==> src/rtl/avr_cpu_stack_ctrl.sv <==
// AVR call/return stack controller: splits 18-bit return addresses into two
// 9-bit words on the shared stack bus, with CALL/IRQ push and RET/RETI pop.
module avr_cpu_stack_ctrl #(
  parameter int unsigned DEPTH = 32
) (
  input  logic                         clk,
  input  logic                         rst_n,
  input  logic                         call_req,
  input  logic [17:0]                  call_addr,
  input  logic                         irq_req,
  input  logic [17:0]                  irq_addr,
  input  logic                         ret_req,
  output logic                         call_ack,
  output logic                         irq_ack,
  output logic                         ret_ack,
  output logic [17:0]                  ret_addr,
  output logic                         stack_write,
  output logic                         stack_read,
  output logic                         stack_oe,
  output logic [8:0]                   stack_dout,
  input  logic [8:0]                   stack_din,
  output logic [$clog2(DEPTH+1)-1:0]   level,
  output logic                         err_overflow,
  output logic                         err_underflow
);

  localparam int unsigned LW = $clog2(DEPTH+1);
  localparam logic [LW-1:0] LVL_PUSH_MAX = LW'(DEPTH - 2);
  localparam logic [LW-1:0] LVL_POP_MIN  = LW'(2);

  typedef enum logic [2:0] {
    IDLE, PUSH_HI, PUSH_LO, POP_LO, POP_HI, POP_DONE
  } state_t;

  state_t        state;
  logic [17:0]   push_addr;
  logic          push_is_irq;
  logic [8:0]    ret_lo;
  logic [8:0]    ret_hi;
  logic [LW-1:0] level_q;
  logic          write_q;
  logic          read_q;
  logic [8:0]    dout_q;
  logic          call_ack_q;
  logic          irq_ack_q;
  logic          ret_ack_q;

  logic          idle_ok;
  logic          grant_irq;
  logic          grant_ret;
  logic          grant_call;
  logic          push_full;
  logic          pop_empty;
  logic          ovf;
  logic          unf;
  logic [17:0]   sel_addr;

  // Refused requests are answered combinationally in the grant cycle, so the
  // grant decode is gated by rst_n to keep every output quiet during reset.
  always_comb begin
    idle_ok    = rst_n && (state == IDLE);
    grant_irq  = idle_ok && irq_req;
    grant_ret  = idle_ok && !irq_req && ret_req;
    grant_call = idle_ok && !irq_req && !ret_req && call_req;
    push_full  = level_q > LVL_PUSH_MAX;
    pop_empty  = level_q < LVL_POP_MIN;
    ovf        = (grant_irq || grant_call) && push_full;
    unf        = grant_ret && pop_empty;
    sel_addr   = grant_irq ? irq_addr : call_addr;
  end

  always_ff @(posedge clk) begin
    if (!rst_n) begin
      state       <= IDLE;
      push_addr   <= '0;
      push_is_irq <= 1'b0;
      ret_lo      <= '0;
      ret_hi      <= '0;
      level_q     <= '0;
      write_q     <= 1'b0;
      read_q      <= 1'b0;
      dout_q      <= '0;
      call_ack_q  <= 1'b0;
      irq_ack_q   <= 1'b0;
      ret_ack_q   <= 1'b0;
    end else begin
      write_q    <= 1'b0;
      read_q     <= 1'b0;
      dout_q     <= '0;
      call_ack_q <= 1'b0;
      irq_ack_q  <= 1'b0;
      ret_ack_q  <= 1'b0;
      case (state)
        IDLE: begin
          if ((grant_irq || grant_call) && !push_full) begin
            push_addr   <= sel_addr;
            push_is_irq <= grant_irq;
            write_q     <= 1'b1;
            dout_q      <= sel_addr[17:9];
            state       <= PUSH_HI;
          end else if (grant_ret && !pop_empty) begin
            ret_lo <= '0;
            ret_hi <= '0;
            read_q <= 1'b1;
            state  <= POP_LO;
          end
        end
        PUSH_HI: begin
          level_q    <= level_q + LW'(1);
          write_q    <= 1'b1;
          dout_q     <= push_addr[8:0];
          call_ack_q <= !push_is_irq;
          irq_ack_q  <= push_is_irq;
          state      <= PUSH_LO;
        end
        PUSH_LO: begin
          level_q <= level_q + LW'(1);
          state   <= IDLE;
        end
        POP_LO: begin
          level_q <= level_q - LW'(1);
          read_q  <= 1'b1;
          state   <= POP_HI;
        end
        POP_HI: begin
          level_q   <= level_q - LW'(1);
          ret_lo    <= stack_din;
          ret_ack_q <= 1'b1;
          state     <= POP_DONE;
        end
        POP_DONE: begin
          ret_hi <= stack_din;
          state  <= IDLE;
        end
        default: state <= IDLE;
      endcase
    end
  end

  // High word arrives on the bus during POP_DONE itself, so it is forwarded
  // straight through while ret_ack is up and held in ret_hi afterwards.
  always_comb begin
    ret_addr = {ret_hi, ret_lo};
    if (state == POP_DONE) ret_addr[17:9] = stack_din;
    if (unf) ret_addr = '0;
  end

  assign call_ack      = call_ack_q | (grant_call && push_full);
  assign irq_ack       = irq_ack_q  | (grant_irq && push_full);
  assign ret_ack       = ret_ack_q  | unf;
  assign err_overflow  = ovf;
  assign err_underflow = unf;
  assign stack_write   = write_q;
  assign stack_oe      = write_q;
  assign stack_read    = read_q;
  assign stack_dout    = dout_q;
  assign level         = level_q;

endmodule
==> config.mk <==
export PLATFORM = sky130hd
export DESIGN_NAME = avr_cpu_stack_ctrl
export DESIGN_NICKNAME = d
export VERILOG_FILES = /design/src/rtl/avr_cpu_stack_ctrl.sv
export SDC_FILE = /design/constraint.sdc
export NUM_CORES = 1
export LEC_CHECK = 0
export ABC_CLOCK_PERIOD_IN_PS = 2100
export CELL_PAD_IN_SITES_DETAIL_PLACEMENT = 0
export CELL_PAD_IN_SITES_GLOBAL_PLACEMENT = 1
export CORE_ASPECT_RATIO = 0.8
export CORE_MARGIN = 1.5
export CORE_UTILIZATION = 29
export CTS_CLUSTER_DIAMETER = 40
export DETAILED_ROUTE_END_ITERATION = 8
export PLACE_DENSITY_LB_ADDON = 0.1
export SYNTH_ARGS = -nofsm -noshare
export SYNTH_HDL_FRONTEND = slang
export SYNTH_SLANG_ARGS = --single-unit
==> constraint.sdc <==
create_clock -name clk -period 2.1 [get_ports clk]
set_input_delay 0.315 -clock clk [delete_from_list [all_inputs] [get_ports clk]]
set_output_delay 0.315 -clock clk [all_outputs]
set_load 0.1 [all_outputs]
==> results of run 1 <==
## stage by stage
stage | worst slack (ns) | total power [mW] | hold WS, ns | setup TNS (ns)
after floorplan | -0.0405 | 1.51 | 0.405 | -0.365
after global placement | -0.0914 | 1.78 | 0.429 | -2.00
after detailed placement | -0.105 | 1.78 | 0.433 | -2.65
after CTS | -0.174 | 2.55 | 0.453 | -3.21
after global routing | -0.193 | 2.66 | 0.497 | -3.66
final | -0.131 | 2.54 | 0.453 | -2.14
## worst min path at each step
| stage | startpoint | endpoint | cells past startpoint |
|---|---|---|---|
| after floorplan | push_is_irq | call_ack_q | 1 |
| after global placement | push_is_irq | call_ack_q | 1 |
| after detailed placement | push_is_irq | call_ack_q | 1 |
| after CTS | push_is_irq | call_ack_q | 1 |
| after global routing | push_is_irq | call_ack_q | 1 |
| final | push_is_irq | call_ack_q | 1 |
## repair_timing
action                                  4_1_cts  5_1_grt
resized for setup                            15        6
endpoints found under the setup margin       23       45
buffers inserted                              4        4
pin swaps                                     6        9
cloned                                        1        1
## layer usage
metal  vias up  part of all wire [%]  wire (um)  track usage, %
met5         -                     0          0               0
met4         0                  0.57         40            3.79
met3         5                   4.2        297            3.98
met2        49                    47       3270            26.3
met1      1065                    48       3390            23.0
li1       1117                     -          -               -
## power by group through the flow
stage	Clock (mW)	Combinational, mW	Sequential, mW
2_1_floorplan	0	0.292	1.22
3_3_place_gp	0	0.713	1.07
3_5_place_dp	0	0.716	1.07
4_1_cts	0.758	0.747	1.05
5_1_grt	0.805	0.805	1.05
6_report	0.733	0.759	1.04
## logic make-up (layout without fill, tap and decap cells)
| group | after synthesis | after routing | share of synthesized area (%) |
|---|---|---|---|
| flops | 51 | 51 | 43.4 |
| fa+ha+maj | 5 | 5 | 2.98 |
| mux | 23 | 23 | 10.3 |
| simple gates | 101 | 101 | 21.3 |
| buf+inv | 16 | 138 | 3.46 |
| xor+xnor | 5 | 5 | 1.86 |
| compound gates | 47 | 47 | 16.6 |
## sequential cells by signal, summed over array words and instances (netlist names)
register / flops
stack_read: 1
push_addr: 9
stack_dout: 9
ret_lo: 9
ret_hi: 9
level: 6
push_is_irq: 1
ret_ack_q: 1
state: 3
stack_oe: 1
call_ack_q: 1
irq_ack_q: 1
## cell usage in the layout (no fill, tap or decap), types with 3 or more instances in the layout
cell type,synthesis,final
a22o_1,9,9
a22oi_1,9,9
and2_4,0,10
and3_1,3,3
buf_12,0,25
buf_4,3,49
buf_6,1,4
clkbuf_8,0,6
clkdlybuf4s50_1,0,49
dfxtp_1,51,43
dfxtp_4,0,7
mux2_2,10,9
mux2i_1,13,13
nand2_1,15,13
nand2b_1,4,3
nand3_1,20,19
nor2_1,35,23
nor2_4,0,11
nor2b_1,7,6
o211a_1,10,10
xnor2_1,4,4
## area by class of cell
type                            count  share of cell area, %
Clock inverter                      2                  0.913
Clock buffer                        6                   1.94
Multi-Input combinational cell    181                   34.8
Tap cell                          108                   3.18
Inverter                            1                  0.471
Timing Repair inverter              1                  0.383
Timing Repair Buffer              128                   33.6
Sequential cell                    51                   24.7
## worst reg2reg max path: cells and delay by family (launching register included)
kind / cells / cell delay [ns]
fa+ha+maj: 1 / 0.22
mux: 2 / 0.43
simple gates: 1 / 0.13
buf+inv: 1 / 0.14
flops: 1 / 0.36
compound gates: 4 / 0.65
## cells in the mapped netlist, drive strengths merged, types with 6 or more instances
cell type	n	share of area, %
dfxtp	51	43
nor2	35	5.6
nand3	20	4.3
nand2	15	2.4
mux2i	13	5.5
and2	12	3.2
mux2	10	4.8
o211a	10	4.3
a22o	9	3.4
a22oi	9	2.9
clkbuf	9	1.4
nor2b	7	1.9
buf	6	1.9
==> impl_metrics.py, run 1 <==
metrics = {
    "grt": {
        "grt_pass1_vias": 2240,
        "grt_max_degree": 31,
        "grt_usage_pct": 16.6,
        "antenna_found_initial": 0,
        "grt_pass1_wl_um": 11400,
        "grt-ovfl-total": 0,
    },
    "job": {
        "maxCapViolCount": 0,
    },
    "timing": {
        "maxSlewViolCount": 0,
        "rsz0062_at_grt": "yes",
        "hold_viol": 0,
        "finClkSkew_ns": 0.00973,
        "worst_pin_slew_ns": 0.883,
        "max_slew_margin_pct": 41.0,
        "period_minus_slack_ns": 2.23,
        "setup_violations": 21,
        "fin_ws_ns": -0.131,
        "fin_crit_sh_pct": 106,
        "max_clock_freq_mhz": 448,
    },
    "critical_path": {
        "rr_worst_depth": 9,
        "worstReg2RegStart": "state[1]",
        "crit_family": "simple AND/OR/NAND/NOR gates",
        "crit_start": "level[2]",
        "cp_max_fo": 12,
        "critPathBufInv": 2,
        "r2r-end": "level[5]",
        "cp_common_cell": "buf_12",
        "critical_path.slowest_cell": "or4_4",
        "cpPeakStageDelay_ns": 0.54,
        "criticalPathCategory": "reg -> out",
        "crit_end": "ret_addr[1]",
        "cp_cell_sequence": "or4_4 -> nor2_4 -> nand3_2 -> buf_12 -> and2_4 -> buf_12",
        "cp.required_ns": 1.78,
        "path_depth": 6,
        "crit_path_end_kind": "output pin",
        "startpoint_type": "register",
        "r2r_slack_ns": 0.06,
        "cp.arrival_ns": 1.92,
    },
    "power": {
        "p_int_mw": 1.73,
        "ir_drop_v": 0.000274,
        "p_clk_share_pct": 28.9,
        "switching_share_pct": 31.9,
        "seqPwrFrac_pct": 41.2,
        "p_switching_mw": 0.810,
        "pwr-share-comb_pct": 29.9,
        "leakagePower_nw": 1.90,
        "powerDensity_mw_per_mm2": 597,
    },
    "floorplan": {
        "core_sq_mm": 0.00791,
        "start_util_pct": 29.7,
        "dieArea_sq_mm": 0.00866,
        "fp.dieW_um": 104,
        "die_height_um": 83.6,
        "io_pins": 91,
        "rows": 29,
    },
    "clocking": {
        "cts-root-buf": "clkbuf_8",
        "clock_path_buffers": 2,
        "htreeDepth": 2,
        "clkTransAtPathRegs_ns": 0.10,
        "clock-sinks": 51,
        "cts_tree": "built",
        "cts_made_buffers": 5,
        "clock_latency_ns": 0.31,
        "hold_buffers": 0,
    },
    "outcome": {
        "violations": "setup timing",
        "status": "finished with violations",
    },
    "hold_path": {
        "hold_path_class": "reg -> reg",
    },
    "drt": {
        "via_per_inst": 4.68,
        "avgRoutedWirePerCell_um": 14.6,
        "finalWirelength_um": 6990,
        "drt_iter0_markers": 52,
        "drc_errors": 0,
        "drtAntennaViolNets": 0,
        "vias": 2236,
        "dr.pass1.iters": 4,
    },
    "yosys": {
        "seq_area_frac_synth_pct": 43.4,
        "synthCells": 248,
        "syn_nets": 303,
        "ys_types": 38,
        "syn-cell-area_sq_mm": 0.00235,
        "ys_warn_count": 0,
        "synthFlopType": "dfxtp_1",
        "synth.avg_cell_area_sq_um": 9.48,
        "synth_edf_count": 0,
        "async_reset_ff_share_pct": 0,
        "ys_ff_latch": 51,
    },
    "cells_and_area": {
        "drive_gt1_share_pct": 40.0,
        "finalNonFillerCells": 478,
        "multi_input_area_sq_mm": 0.00148,
        "nNetsFinal": 424,
        "diodes": 0,
        "area_delta_synth_final_pct": 80.6,
        "regArea_sq_mm": 0.00105,
        "finalInstanceArea_sq_mm": 0.00425,
        "post-route-util_pct": 53.7,
        "n_fill_cell": 748,
    },
    "placed_design": {
        "place_hpwl_um": 5060,
        "placed_cells": 462,
        "postPlaceCellArea_sq_mm": 0.00397,
        "place.gp.congestion": 0.739,
        "io_buffers": 90,
    },
}
(Power assumes the default switching activity.)
==> inputs of run 2 (changes only) <==
--- a/config.mk
+++ b/config.mk
@@ -12,6 +12,7 @@
 export CORE_MARGIN = 1.5
 export CORE_UTILIZATION = 29
 export CTS_CLUSTER_DIAMETER = 40
+export CTS_CLUSTER_SIZE = 8
 export DETAILED_ROUTE_END_ITERATION = 8
 export PLACE_DENSITY_LB_ADDON = 0.1
 export SYNTH_ARGS = -nofsm -noshare
==> results of run 2 <==
The final DEF is identical to that of run 1; final timing and power are the same.
